===== src/rtl/hazard_fwd_ctrl_if.sv =====
// Decode-stage operand info into the hazard/forwarding controller and the
// stall/mux selects it returns to the pipeline.
interface hazard_fwd_ctrl_if #(
  parameter int REG_AW = 5,
  parameter int TW     = 2
) ();
  logic [REG_AW-1:0] d_rs;
  logic [REG_AW-1:0] d_rt;
  logic [TW-1:0]     d_rs_tuse;
  logic [TW-1:0]     d_rt_tuse;
  logic [REG_AW-1:0] d_dst;
  logic [TW-1:0]     d_tnew;
  logic              stall;
  logic [1:0]        fwd_rs_d_sel;
  logic [1:0]        fwd_rt_d_sel;
  logic [1:0]        fwd_rs_e_sel;
  logic [1:0]        fwd_rt_e_sel;
  logic              fwd_rt_m_sel;

  modport master (
    output d_rs, d_rt, d_rs_tuse, d_rt_tuse, d_dst, d_tnew,
    input  stall, fwd_rs_d_sel, fwd_rt_d_sel, fwd_rs_e_sel, fwd_rt_e_sel, fwd_rt_m_sel
  );

  modport slave (
    input  d_rs, d_rt, d_rs_tuse, d_rt_tuse, d_dst, d_tnew,
    output stall, fwd_rs_d_sel, fwd_rt_d_sel, fwd_rs_e_sel, fwd_rt_e_sel, fwd_rt_m_sel
  );
endinterface


===== src/rtl/hazard_fwd_ctrl.sv =====
// Tnew/Tuse hazard and forwarding controller for a 5-stage F/D/E/M/W pipeline.
// Tracks producers in E, M and W; stalls D when a value cannot arrive in time.
module hazard_fwd_ctrl #(
  parameter int REG_AW = 5,
  parameter int TW     = 2
) (
  input  logic             clk,
  input  logic             reset,
  hazard_fwd_ctrl_if.slave bus
);

  localparam logic [1:0]        SEL_RF = 2'b00;
  localparam logic [1:0]        SEL_M  = 2'b01;
  localparam logic [1:0]        SEL_W  = 2'b10;
  localparam logic [TW-1:0]     TUSE_NONE = {TW{1'b1}};
  localparam logic [REG_AW-1:0] REG_ZERO  = '0;

  logic [REG_AW-1:0] e_rs_q, e_rs_d;
  logic [REG_AW-1:0] e_rt_q, e_rt_d;
  logic [REG_AW-1:0] e_dst_q, e_dst_d;
  logic [TW-1:0]     e_tnew_q, e_tnew_d;
  logic [REG_AW-1:0] m_rt_q, m_rt_d;
  logic [REG_AW-1:0] m_dst_q, m_dst_d;
  logic [TW-1:0]     m_tnew_q, m_tnew_d;
  logic [REG_AW-1:0] w_dst_q, w_dst_d;

  logic stall_c;

  // A value is needed too early if its producer still needs more cycles than the consumer can wait.
  function automatic logic hazard(
    input logic [REG_AW-1:0] op,
    input logic [TW-1:0]     tuse,
    input logic [REG_AW-1:0] e_dst,
    input logic [TW-1:0]     e_tnew,
    input logic [REG_AW-1:0] m_dst,
    input logic [TW-1:0]     m_tnew
  );
    logic h;
    h = 1'b0;
    if (op != REG_ZERO && tuse != TUSE_NONE) begin
      h = ((e_dst == op) && (e_tnew > tuse)) ||
          ((m_dst == op) && (m_tnew > tuse));
    end
    return h;
  endfunction

  // Youngest forwardable producer wins: M (only once its result is ready) before W.
  function automatic logic [1:0] fwd_sel(
    input logic [REG_AW-1:0] op,
    input logic [REG_AW-1:0] m_dst,
    input logic [TW-1:0]     m_tnew,
    input logic [REG_AW-1:0] w_dst
  );
    logic [1:0] s;
    s = SEL_RF;
    if (op != REG_ZERO) begin
      if (m_dst == op && m_tnew == '0) begin
        s = SEL_M;
      end else if (w_dst == op) begin
        s = SEL_W;
      end
    end
    return s;
  endfunction

  always_comb begin
    stall_c = hazard(bus.d_rs, bus.d_rs_tuse, e_dst_q, e_tnew_q, m_dst_q, m_tnew_q) |
              hazard(bus.d_rt, bus.d_rt_tuse, e_dst_q, e_tnew_q, m_dst_q, m_tnew_q);
  end

  assign bus.stall        = stall_c;
  assign bus.fwd_rs_d_sel = fwd_sel(bus.d_rs, m_dst_q, m_tnew_q, w_dst_q);
  assign bus.fwd_rt_d_sel = fwd_sel(bus.d_rt, m_dst_q, m_tnew_q, w_dst_q);
  assign bus.fwd_rs_e_sel = fwd_sel(e_rs_q, m_dst_q, m_tnew_q, w_dst_q);
  assign bus.fwd_rt_e_sel = fwd_sel(e_rt_q, m_dst_q, m_tnew_q, w_dst_q);
  assign bus.fwd_rt_m_sel = (m_rt_q != REG_ZERO) && (w_dst_q == m_rt_q);

  always_comb begin
    e_rs_d   = bus.d_rs;
    e_rt_d   = bus.d_rt;
    e_dst_d  = bus.d_dst;
    e_tnew_d = bus.d_tnew;
    // A stalled D instruction stays put; E receives a bubble instead.
    if (stall_c) begin
      e_rs_d   = '0;
      e_rt_d   = '0;
      e_dst_d  = '0;
      e_tnew_d = '0;
    end
    m_rt_d   = e_rt_q;
    m_dst_d  = e_dst_q;
    m_tnew_d = (e_tnew_q == '0) ? '0 : e_tnew_q - TW'(1);
    w_dst_d  = m_dst_q;
  end

  always_ff @(posedge clk or negedge reset) begin
    if (!reset) begin
      e_rs_q   <= '0;
      e_rt_q   <= '0;
      e_dst_q  <= '0;
      e_tnew_q <= '0;
      m_rt_q   <= '0;
      m_dst_q  <= '0;
      m_tnew_q <= '0;
      w_dst_q  <= '0;
    end else begin
      e_rs_q   <= e_rs_d;
      e_rt_q   <= e_rt_d;
      e_dst_q  <= e_dst_d;
      e_tnew_q <= e_tnew_d;
      m_rt_q   <= m_rt_d;
      m_dst_q  <= m_dst_d;
      m_tnew_q <= m_tnew_d;
      w_dst_q  <= w_dst_d;
    end
  end

endmodule


===== src/flat_wrapper.sv =====
// flat-port wrapper written by rule: the top's interface ports become plain ports
module hazard_fwd_ctrl_flat 
#(
  parameter int REG_AW = 5,
  parameter int TW     = 2
)
  (clk, reset, bus_d_rs, bus_d_rt, bus_d_rs_tuse, bus_d_rt_tuse, bus_d_dst, bus_d_tnew, bus_stall, bus_fwd_rs_d_sel, bus_fwd_rt_d_sel, bus_fwd_rs_e_sel, bus_fwd_rt_e_sel, bus_fwd_rt_m_sel);
  hazard_fwd_ctrl_if #(.REG_AW(REG_AW), .TW(TW)) bus_i ();
  input  logic clk;
  input  logic reset;
  input wire logic [$bits(bus_i.d_rs)-1:0] bus_d_rs;
  input wire logic [$bits(bus_i.d_rt)-1:0] bus_d_rt;
  input wire logic [$bits(bus_i.d_rs_tuse)-1:0] bus_d_rs_tuse;
  input wire logic [$bits(bus_i.d_rt_tuse)-1:0] bus_d_rt_tuse;
  input wire logic [$bits(bus_i.d_dst)-1:0] bus_d_dst;
  input wire logic [$bits(bus_i.d_tnew)-1:0] bus_d_tnew;
  output wire logic [$bits(bus_i.stall)-1:0] bus_stall;
  output wire logic [$bits(bus_i.fwd_rs_d_sel)-1:0] bus_fwd_rs_d_sel;
  output wire logic [$bits(bus_i.fwd_rt_d_sel)-1:0] bus_fwd_rt_d_sel;
  output wire logic [$bits(bus_i.fwd_rs_e_sel)-1:0] bus_fwd_rs_e_sel;
  output wire logic [$bits(bus_i.fwd_rt_e_sel)-1:0] bus_fwd_rt_e_sel;
  output wire logic [$bits(bus_i.fwd_rt_m_sel)-1:0] bus_fwd_rt_m_sel;
  assign bus_i.d_rs = bus_d_rs;
  assign bus_i.d_rt = bus_d_rt;
  assign bus_i.d_rs_tuse = bus_d_rs_tuse;
  assign bus_i.d_rt_tuse = bus_d_rt_tuse;
  assign bus_i.d_dst = bus_d_dst;
  assign bus_i.d_tnew = bus_d_tnew;
  assign bus_stall = bus_i.stall;
  assign bus_fwd_rs_d_sel = bus_i.fwd_rs_d_sel;
  assign bus_fwd_rt_d_sel = bus_i.fwd_rt_d_sel;
  assign bus_fwd_rs_e_sel = bus_i.fwd_rs_e_sel;
  assign bus_fwd_rt_e_sel = bus_i.fwd_rt_e_sel;
  assign bus_fwd_rt_m_sel = bus_i.fwd_rt_m_sel;
  hazard_fwd_ctrl #(.REG_AW(REG_AW), .TW(TW)) u_core (.clk(clk), .reset(reset), .bus(bus_i));
endmodule

===== config.mk =====
export PLATFORM = sky130hd
export DESIGN_NAME = hazard_fwd_ctrl_flat
export DESIGN_NICKNAME = d
export VERILOG_FILES = /design/src/rtl/hazard_fwd_ctrl_if.sv /design/src/rtl/hazard_fwd_ctrl.sv /design/src/flat_wrapper.sv
export SDC_FILE = /design/constraint.sdc
export NUM_CORES = 1
export LEC_CHECK = 0
export ABC_CLOCK_PERIOD_IN_PS = 4100
export BUFFER_PORTS_ARGS = -buffer_cell sky130_fd_sc_hd__buf_2
export CAP_MARGIN = 40
export CORE_ASPECT_RATIO = 0.8
export CORE_MARGIN = 2
export CORE_UTILIZATION = 50
export CTS_CLUSTER_SIZE = 12
export DETAILED_ROUTE_END_ITERATION = 16
export PLACE_DENSITY = 0.72
export SKIP_LAST_GASP = 1
export SLEW_MARGIN = 20
export SYNTH_ARGS = -nofsm -noshare
export SYNTH_HDL_FRONTEND = slang
export SYNTH_SLANG_ARGS = --single-unit

===== constraint.sdc =====
create_clock -name clk -period 4.1 [get_ports clk]
set_input_delay 1.23 -clock clk [delete_from_list [all_inputs] [get_ports clk]]
set_output_delay 1.23 -clock clk [all_outputs]
set_load 0.005 [all_outputs]

**Yosys cells after proc, flatten, opt, wreduce, memory -nomap -nowiden**

Cells that the tools add are included.

- $add $sub $neg: 1
- Order comparisons: 4
- Equality and inequality tests: 13
- Muxes and demuxes: 19
- Bitwise gates (word level): 1
- Reduce and logical (&&, ||, !) cells: 20

Operators by type and width:

| operator | count |
|---|---|
| 5-bit == test | 11 |
| 2-bit two-way mux | 14 |
| 5-bit nonzero test | 5 |
| 5-bit two-way mux | 3 |
| 1-bit logical AND | 11 |
| 2-bit > comparator | 4 |
| 2-bit logical NOT | 2 |
| 2-bit inequality test (second input constant) | 2 |
| 1-bit logical OR | 2 |
| 1-bit two-way mux | 2 |
| 2-bit by 1-bit subtractor with 2-bit output (second input constant) | 1 |
| 1-bit bitwise OR | 1 |

- Bits in registers: 34
- Bits of input ports: 23
- Output and inout bits: 10
- Word-level logic and storage cells: 66

**Longest topological paths before layout**

Gate-level depths: netlist of run 1.

- Depth in word-level cells: 6
- Depth in mapped cells: 8
- Mapped depth without buffers: 7

**Worst setup path before layout of run 1**

No wires, ideal clock.

- Path kind: input to output
- Start: input port bus_d_rt[0]
- End: output port bus_stall
- Data arrival time: 2.534 ns
- Data required time: 2.870 ns
- Path slack: 0.336 ns
- Stages on the path: 5
- Buffers on the path: 0
- Cells stage by stage: or4_1 > o21ai_2 > or4_4 > nand3_4 > or2_2

- Longest elaborated chain between the ends: 5
- Elaborated cells between the ends (all ways): 9
- Those cells by class: eq/ne (2); mux (1); bitwise (1); reduce/logical (5)

Ends and longest elaborated chain:

| item | RTL line | source |
|---|---|---|
| start, declared | flat_wrapper.sv:12 | `input wire logic [$bits(bus_i.d_rt)-1:0] bus_d_rt;` |
| 5-bit == test, on equally long branches | hazard_fwd_ctrl.sv:41, hazard_fwd_ctrl.sv:42 |  |
| 1-bit logical AND, on equally long branches | hazard_fwd_ctrl.sv:41, hazard_fwd_ctrl.sv:42 |  |
| 1-bit logical OR | hazard_fwd_ctrl.sv:41 | `h = ((e_dst == op) && (e_tnew > tuse)) \|\|` |
| 1-bit two-way mux * | hazard_fwd_ctrl.sv:40 | `if (op != REG_ZERO && tuse != TUSE_NONE) begin` |
| 1-bit bitwise OR * | hazard_fwd_ctrl.sv:67 | `stall_c = hazard(bus.d_rs, bus.d_rs_tuse, e_dst_q, e_tnew_q, m_dst_q, m_tnew_q) \|` |
| end, declared | flat_wrapper.sv:17 | `output wire logic [$bits(bus_i.stall)-1:0] bus_stall;` |

Every way passes the cells marked *; elsewhere a longest branch is shown, timed or not.

**Worst setup path after layout of run 1**

Ends and elaborated chain as after synthesis.

==> qor.csv, run 1 <==
stage,metric,value,unit
outcome,status,"complete, no violations",
timing,headroom to the max-slew limit,51.8,%
critical_path,CP endpoint kind,output port,
timing,RSZ-0062 raised after global routing,false,
synthesis,sequential element share of the synthesized area,41.3,%
timing,Final Skew,0.00603,ns
cells_and_area,layout cells sized above 1,25.4,%
drt,DR vias,1495,
drt,antenna-violating nets left,0,
drt,first-iteration detailed-routing DRC count,56,
timing,final count of hold timing violations,0,
power_and_ir_drop,Pwr Density,339,mW/mm^2
critical_path,WS Path Type,input port to output port,
clocking,htree depth,2,
synthesis,mapped cell area,0.00206,mm^2
synthesis,most area-hungry cell type in the Yosys netlist,dfrtp_1,
global_routing,grt ovf,0,
cells_and_area,Final nets,254,
critical_path,beginning of the critical path,bus_d_rt[0],
synthesis,asr flop ratio synth,100,%
synthesis,"Avg Cell Area, Syn",10.8,um^2
clocking,CTS tree,built,
global_routing,first-pass GRT wire length,7.36,mm
synthesis,"top cells by area, synth","dfrtp_1 41%, xor2_1 12%, xnor2_1 9.8%, nor3b_2 6.1%, ha_1 4.9%",
cells_and_area,Layout area overhead,14.1,%
floorplanning,I/O pin count,33,
floorplanning,initial core utilization,53.1,%
synthesis,post-synth net total,221,
clocking,Post-CTS Setup Inserts,0,
clocking,Num CTS Buffers,5,
synthesis,#FFs+latches synth,34,
synthesis,"EDFF count, synth",0,
timing,post-route clock period utilization,97.0,%
timing,Max Clk Rate,251,MHz
timing,Slew Limit Fails,0,
synthesis,Synth top area share,41.3,%
clocking,Root Driver,clkbuf_8,
floorplanning,die width,75.8,um
power_and_ir_drop,overall power,0.797,mW
global_routing,Overall Global Routing Usage,22.3,%
global_routing,initial antenna violation count,0,
floorplanning,Die Height,61.4,um
timing,Slew @ Worst Pin,0.723,ns
drt,WL final,4.46,mm
cells_and_area,post-layout util,60.6,%
place,Port Buffers,32,
floorplanning,Placeable Area,0.00388,mm^2
synthesis,post-synthesis cell count,190,
critical_path,Worst Setup Start Kind,input port,
timing,Final min period,3.98,ns
floorplanning,Die Area,0.00465,mm^2
place,Post-DP HPWL,3.34,mm
drt,DRT Pass-1 Iters,4,
clocking,"Reg clk slew, reported paths",0.06,ns
min_path,Hold/Removal Path Class,flip-flop to flip-flop,
power_and_ir_drop,VDD IR max,0.277,mV
run,max_cap viols,0,
clocking,post-CTS sizing,0,
synthesis,most frequent cell after synthesis,dfrtp_1,
global_routing,pin count of the biggest net entering global routing,35,
critical_path,CP Max Fanout,5,
clocking,CTS Buffer Depth,2,
critical_path,Crit path required time,2.87,ns
cells_and_area,Antenna diodes,0,
drt,DRC,0,
floorplanning,Std-Cell Rows,20,
clocking,Sink Count,34,
cells_and_area,Filler cells,335,
global_routing,vias in the first global route,1492,
timing,# setup viols final,0,
drt,Via-to-Cell Ratio,5.36,
critical_path,Reg-to-Reg Start,u_core.m_dst_q[3]$_DFF_PN0_,
power_and_ir_drop,P_leak,1.06,nW
min_path,min-delay src,u_core.e_tnew_q[0]$_DFF_PN0_,
synthesis,synth unique cells,33,
clocking,cts hold-fix bufs,0,
critical_path,CP Data Arrival Time,2.75,ns
place,GP Congestion,0.829,
synthesis,Post-synth top cells,"34 x dfrtp_1, 29 x xor2_1, 23 x xnor2_1",
timing,Fin Setup TNS,0,ns
synthesis,Synth Flop Type,dfrtp_1,
drt,Routed wire per std cell,16.0,um
clocking,Clock Latency Late Sink,0.27,ns
synthesis,Yosys warnings,0,
==> cell type report <==
class / count / area (um^2) / share of cell area, %
Timing Repair Buffer: 35 / 183 / 7.77
Inverter: 7 / 26.3 / 1.12
Multi-Input combinational cell: 140 / 1130 / 48.1
Sequential cell: 34 / 851 / 36.2
Tap cell: 55 / 68.8 / 2.93
Clock buffer: 7 / 86.3 / 3.67
Clock inverter: 1 / 5.00 / 0.213
==> report_power, final <==
part	switching [mW]	leakage (nW)	internal [mW]
clock network	0.110	0.0482	0.135
registers	0.0446	0.401	0.361
logic	0.0703	0.612	0.0757
total	0.225	1.06	0.572
==> cells in the final DEF, fill, tap and decap left out <==
cell | synthesis | final
o21a_1 | 1 | 1
or2_2 | 1 | 1
nand4b_1 | 1 | 1
and4_1 | 1 | 1
and3_1 | 1 | 1
nand3_1 | 4 | 4
nor2b_1 | 2 | 2
clkbuf_8 | 0 | 6
nand2_1 | 5 | 5
nor3b_2 | 10 | 10
or3_1 | 1 | 1
xor2_1 | 29 | 29
o21ai_2 | 1 | 1
inv_1 | 7 | 7
and2_1 | 1 | 1
nand3_4 | 1 | 1
ha_1 | 8 | 8
nor2_1 | 9 | 9
nor3_1 | 6 | 6
dfrtp_1 | 34 | 34
clkbuf_1 | 6 | 1
a21oi_1 | 7 | 7
buf_4 | 1 | 3
a2bb2oi_1 | 2 | 2
nand4_1 | 5 | 5
or4_4 | 1 | 1
buf_2 | 0 | 32
a2111oi_0 | 1 | 1
a211oi_1 | 1 | 1
nor3b_1 | 7 | 7
clkinv_2 | 0 | 1
a2111oi_4 | 1 | 1
or4_1 | 4 | 4
xnor2_1 | 23 | 23
nor4_1 | 6 | 6
==> sequential cells by signal, summed over array words and instances (netlist names) <==
signal and count:
u_core.e_dst_q 5, u_core.e_rs_q 5, u_core.e_rt_q 5, u_core.m_dst_q 5, u_core.m_rt_q 5, u_core.w_dst_q 5
u_core.e_tnew_q 2, u_core.m_tnew_q 2
==> metrics by stage <==
step | hold WS (ns) | setup WS [ns] | instances | instance area (um^2)
2_1_floorplan | 0.410 | 0.336 | 190 | 2060
3_3_place_gp | 0.428 | 0.140 | 271 | 2260
3_5_place_dp | 0.436 | 0.131 | 271 | 2260
4_1_cts | 0.444 | 0.129 | 279 | 2350
5_1_grt | 0.465 | 0.0536 | 279 | 2350
6_report | 0.440 | 0.122 | 279 | 2350
==> critical path: stages <==
cell and delay [ns]:
buf_2 0.14, or4_1 0.58, o21ai_2 0.16, or4_4 0.15, nand3_4 0.06, or2_2 0.29, buf_2 0.13
==> logic make-up (layout without fill, tap and decap cells) <==
group	after synthesis	after routing	synth area share, %
and+or+nand+nor	66	66	22.5
xor gates and xnor gates	52	52	22.1
DFF	34	34	41.3
buffers and inverters	16	50	3.83
AOI/OAI and AO/OA	14	14	5.47
adders and majority gates	8	8	4.86
==> path summary, 6_finish.rpt <==
path                                                endpoint  depth (start not counted)  slack, ns
worst max register to register    u_core.e_rs_q[4]$_DFF_PN0_                          6       2.09
max in group asynchronous        u_core.e_dst_q[4]$_DFF_PN0_                          1       2.63
worst max-delay path                               bus_stall                          7       0.12
worst min-delay path            u_core.m_tnew_q[0]$_DFF_PN0_                          1       0.44
worst min register to register  u_core.m_tnew_q[0]$_DFF_PN0_                          1       0.44
min in group asynchronous        u_core.m_dst_q[3]$_DFF_PN0_                          1       1.01
==> metal layers <==
metal / wire length (um) / vias to the layer above / track usage (%)
met5: 0 / - / 0
met4: 51 / 0 / 4.51
met3: 258 / 9 / 4.58
met2: 2020 / 47 / 35.6
met1: 2130 / 715 / 31.9
li1: - / 724 / -
No activity file was read; power rests on OpenSTA's default activity.
==> run 2, diff against run 1 <==
--- a/config.mk
+++ b/config.mk
@@ -8,12 +8,14 @@
 export ABC_CLOCK_PERIOD_IN_PS = 4100
 export BUFFER_PORTS_ARGS = -buffer_cell sky130_fd_sc_hd__buf_2
 export CAP_MARGIN = 40
+export CELL_PAD_IN_SITES_DETAIL_PLACEMENT = 1
+export CELL_PAD_IN_SITES_GLOBAL_PLACEMENT = 2
 export CORE_ASPECT_RATIO = 0.8
 export CORE_MARGIN = 2
-export CORE_UTILIZATION = 50
+export CORE_UTILIZATION = 36
 export CTS_CLUSTER_SIZE = 12
 export DETAILED_ROUTE_END_ITERATION = 16
-export PLACE_DENSITY = 0.72
+export PLACE_DENSITY_LB_ADDON = 0.1
 export SKIP_LAST_GASP = 1
 export SLEW_MARGIN = 20
 export SYNTH_ARGS = -nofsm -noshare
==> qor.csv, run 2 (synthesis results as in run 1) <==
stage,metric,value,unit
global_routing,initial antenna violation count,0,
floorplanning,Die Height,71.7,um
critical_path,CP max stage delay,0.56,ns
timing,headroom to the max-slew limit,71.4,%
timing,final count of hold timing violations,0,
critical_path,Crit-path slowest cell,or4_1,
min_path,Hold Path End,u_core.m_tnew_q[0]$_DFF_PN0_,
floorplanning,die width,88.6,um
clocking,Post-CTS Setup Inserts,0,
cells_and_area,Layout area overhead,16.4,%
timing,Fin Setup TNS,0,ns
power_and_ir_drop,Pwr Density,335,mW/mm^2
cells_and_area,final instance area,0.00240,mm^2
clocking,Sink Count,34,
floorplanning,Std-Cell Rows,24,
place,Post-DP HPWL,4.25,mm
min_path,min-delay src,u_core.e_tnew_q[0]$_DFF_PN0_,
timing,RSZ-0062 raised after global routing,false,
place,GP Congestion,0.830,
place,area post-placement,0.00230,mm^2
outcome,status,"complete, no violations",
floorplanning,I/O pin count,33,
critical_path,CP dominant cell by count,buf_2,
cells_and_area,layout cells sized above 1,25.9,%
critical_path,CP Max Fanout,5,
cells_and_area,"commonest non-fill, non-tap cell in the layout",dfrtp_1,
clocking,post-CTS sizing,0,
critical_path,flop-to-flop setup slack,2.09,ns
cells_and_area,"commonest non-fill, non-tap cells in the layout","34 x dfrtp_1, 32 x buf_2, 29 x xor2_1",
global_routing,Overall Global Routing Usage,19.1,%
global_routing,vias in the first global route,1703,
clocking,CTS Buffer Depth,2,
critical_path,Reg-to-Reg Start,u_core.m_dst_q[3]$_DFF_PN0_,
critical_path,CP Data Arrival Time,2.76,ns
clocking,"Reg clk slew, reported paths",0.06,ns
power_and_ir_drop,overall power,0.803,mW
clocking,Clock Latency Late Sink,0.28,ns
power_and_ir_drop,P_leak,1.07,nW
power_and_ir_drop,VDD IR max,0.144,mV
critical_path,CP endpoint kind,output port,
global_routing,pin count of the biggest net entering global routing,35,
timing,Final min period,3.99,ns
drt,met3 routed WL,198,um
clocking,CTS tree,built,
cells_and_area,area of the multi-input gates,0.00113,mm^2
drt,DRT Pass-1 Iters,4,
min_path,hold-critical path depth,1,
critical_path,RR Endpoint,u_core.e_rs_q[0]$_DFF_PN0_,
critical_path,WS Path Type,input port to output port,
timing,Slew Limit Fails,0,
critical_path,Worst Setup Start Kind,input port,
drt,met2 WL post-DR,2.55,mm
place,Port Buffers,32,
timing,Max Clk Rate,251,MHz
min_path,Hold/Removal Path Class,flip-flop to flip-flop,
global_routing,first-pass GRT wire length,9.06,mm
drt,Routed wire per std cell,18.2,um
cells_and_area,Final nets,256,
critical_path,beginning of the critical path,bus_d_rs[3],
clocking,Num CTS Buffers,5,
floorplanning,Placeable Area,0.00550,mm^2
drt,antenna-violating nets left,0,
drt,DRC,0,
cells_and_area,Antenna diodes,0,
floorplanning,Die Area,0.00635,mm^2
clocking,Root Driver,clkbuf_8,
drt,first-iteration detailed-routing DRC count,67,
drt,DR top layer,met4,
critical_path,worst r2r path cells,6,
timing,Slew @ Worst Pin,0.429,ns
cells_and_area,FF/Latch Area,851,um^2
clocking,cts hold-fix bufs,0,
drt,WL final,5.49,mm
timing,Final Skew,0.00638,ns
critical_path,critical-path cell list,buf_2 -> or4_1 -> a2bb2oi_1 -> nand4b_1 -> nand3_4 -> or2_2 -> buf_2,
critical_path,Crit path required time,2.87,ns
floorplanning,initial core utilization,37.5,%
clocking,htree depth,2,
cells_and_area,Filler cells,630,
timing,post-route clock period utilization,97.2,%
drt,DR vias,1553,
run,max_cap viols,0,
timing,# setup viols final,0,
global_routing,grt ovf,0,
drt,length of routed wiring on met1,2.65,mm
drt,Via-to-Cell Ratio,5.14,
==> run 2: changes by cell type in the layout (fill, tap and decap cells not counted), sizes merged <==
cell | before | now
buf | 35 | 37
clkbuf | 7 | 6
clkinv | 1 | 0
==> run 2: stage by stage <==
stage	instances	hold slack (ns)	setup WS, ns	utilization [%]
6_report	302	0.466	0.114	43.6
2_1_floorplan	190	0.410	0.336	-
4_1_cts	301	0.478	0.108	43.3
3_3_place_gp	295	0.438	0.131	41.8
3_5_place_dp	295	0.457	0.119	41.8
5_1_grt	302	0.488	0.0524	43.6
==> run 2: cell type report <==
class / instances / area share (%)
multi-input combinational: 140 / 47.2
sequential: 34 / 35.5
timing repair buffer: 37 / 8.76
clock buffer: 6 / 3.44
tap: 78 / 4.07
inverter: 7 / 1.10
==> run 2: worst max path at each step <==
stage                      to  depth (start not counted)
detailed placement  bus_stall                          7
global route        bus_stall                          7
global placement    bus_stall                          7
finish              bus_stall                          7
floorplan           bus_stall                          5
CTS                 bus_stall                          7
==> run 2: worst max-delay path: cells and delay by family <==
kind / cells / cell delay (ns)
AND/OR/NAND/NOR: 4 / 1.09
buffers and inverters: 2 / 0.27
AO/OA/AOI/OAI: 1 / 0.17
==> run 2: report_power, final <==
part	internal (mW)	switching [mW]	total (mW)
registers	0.361	0.0464	0.408
logic	0.0786	0.0746	0.153
clock network	0.129	0.113	0.243
==> run 2: layer usage <==
layer	up-vias	GRT usage, %
li1	720	-
met1	785	26.6
met2	39	30.3
met3	9	3.92
met4	0	5.22
met5	-	0
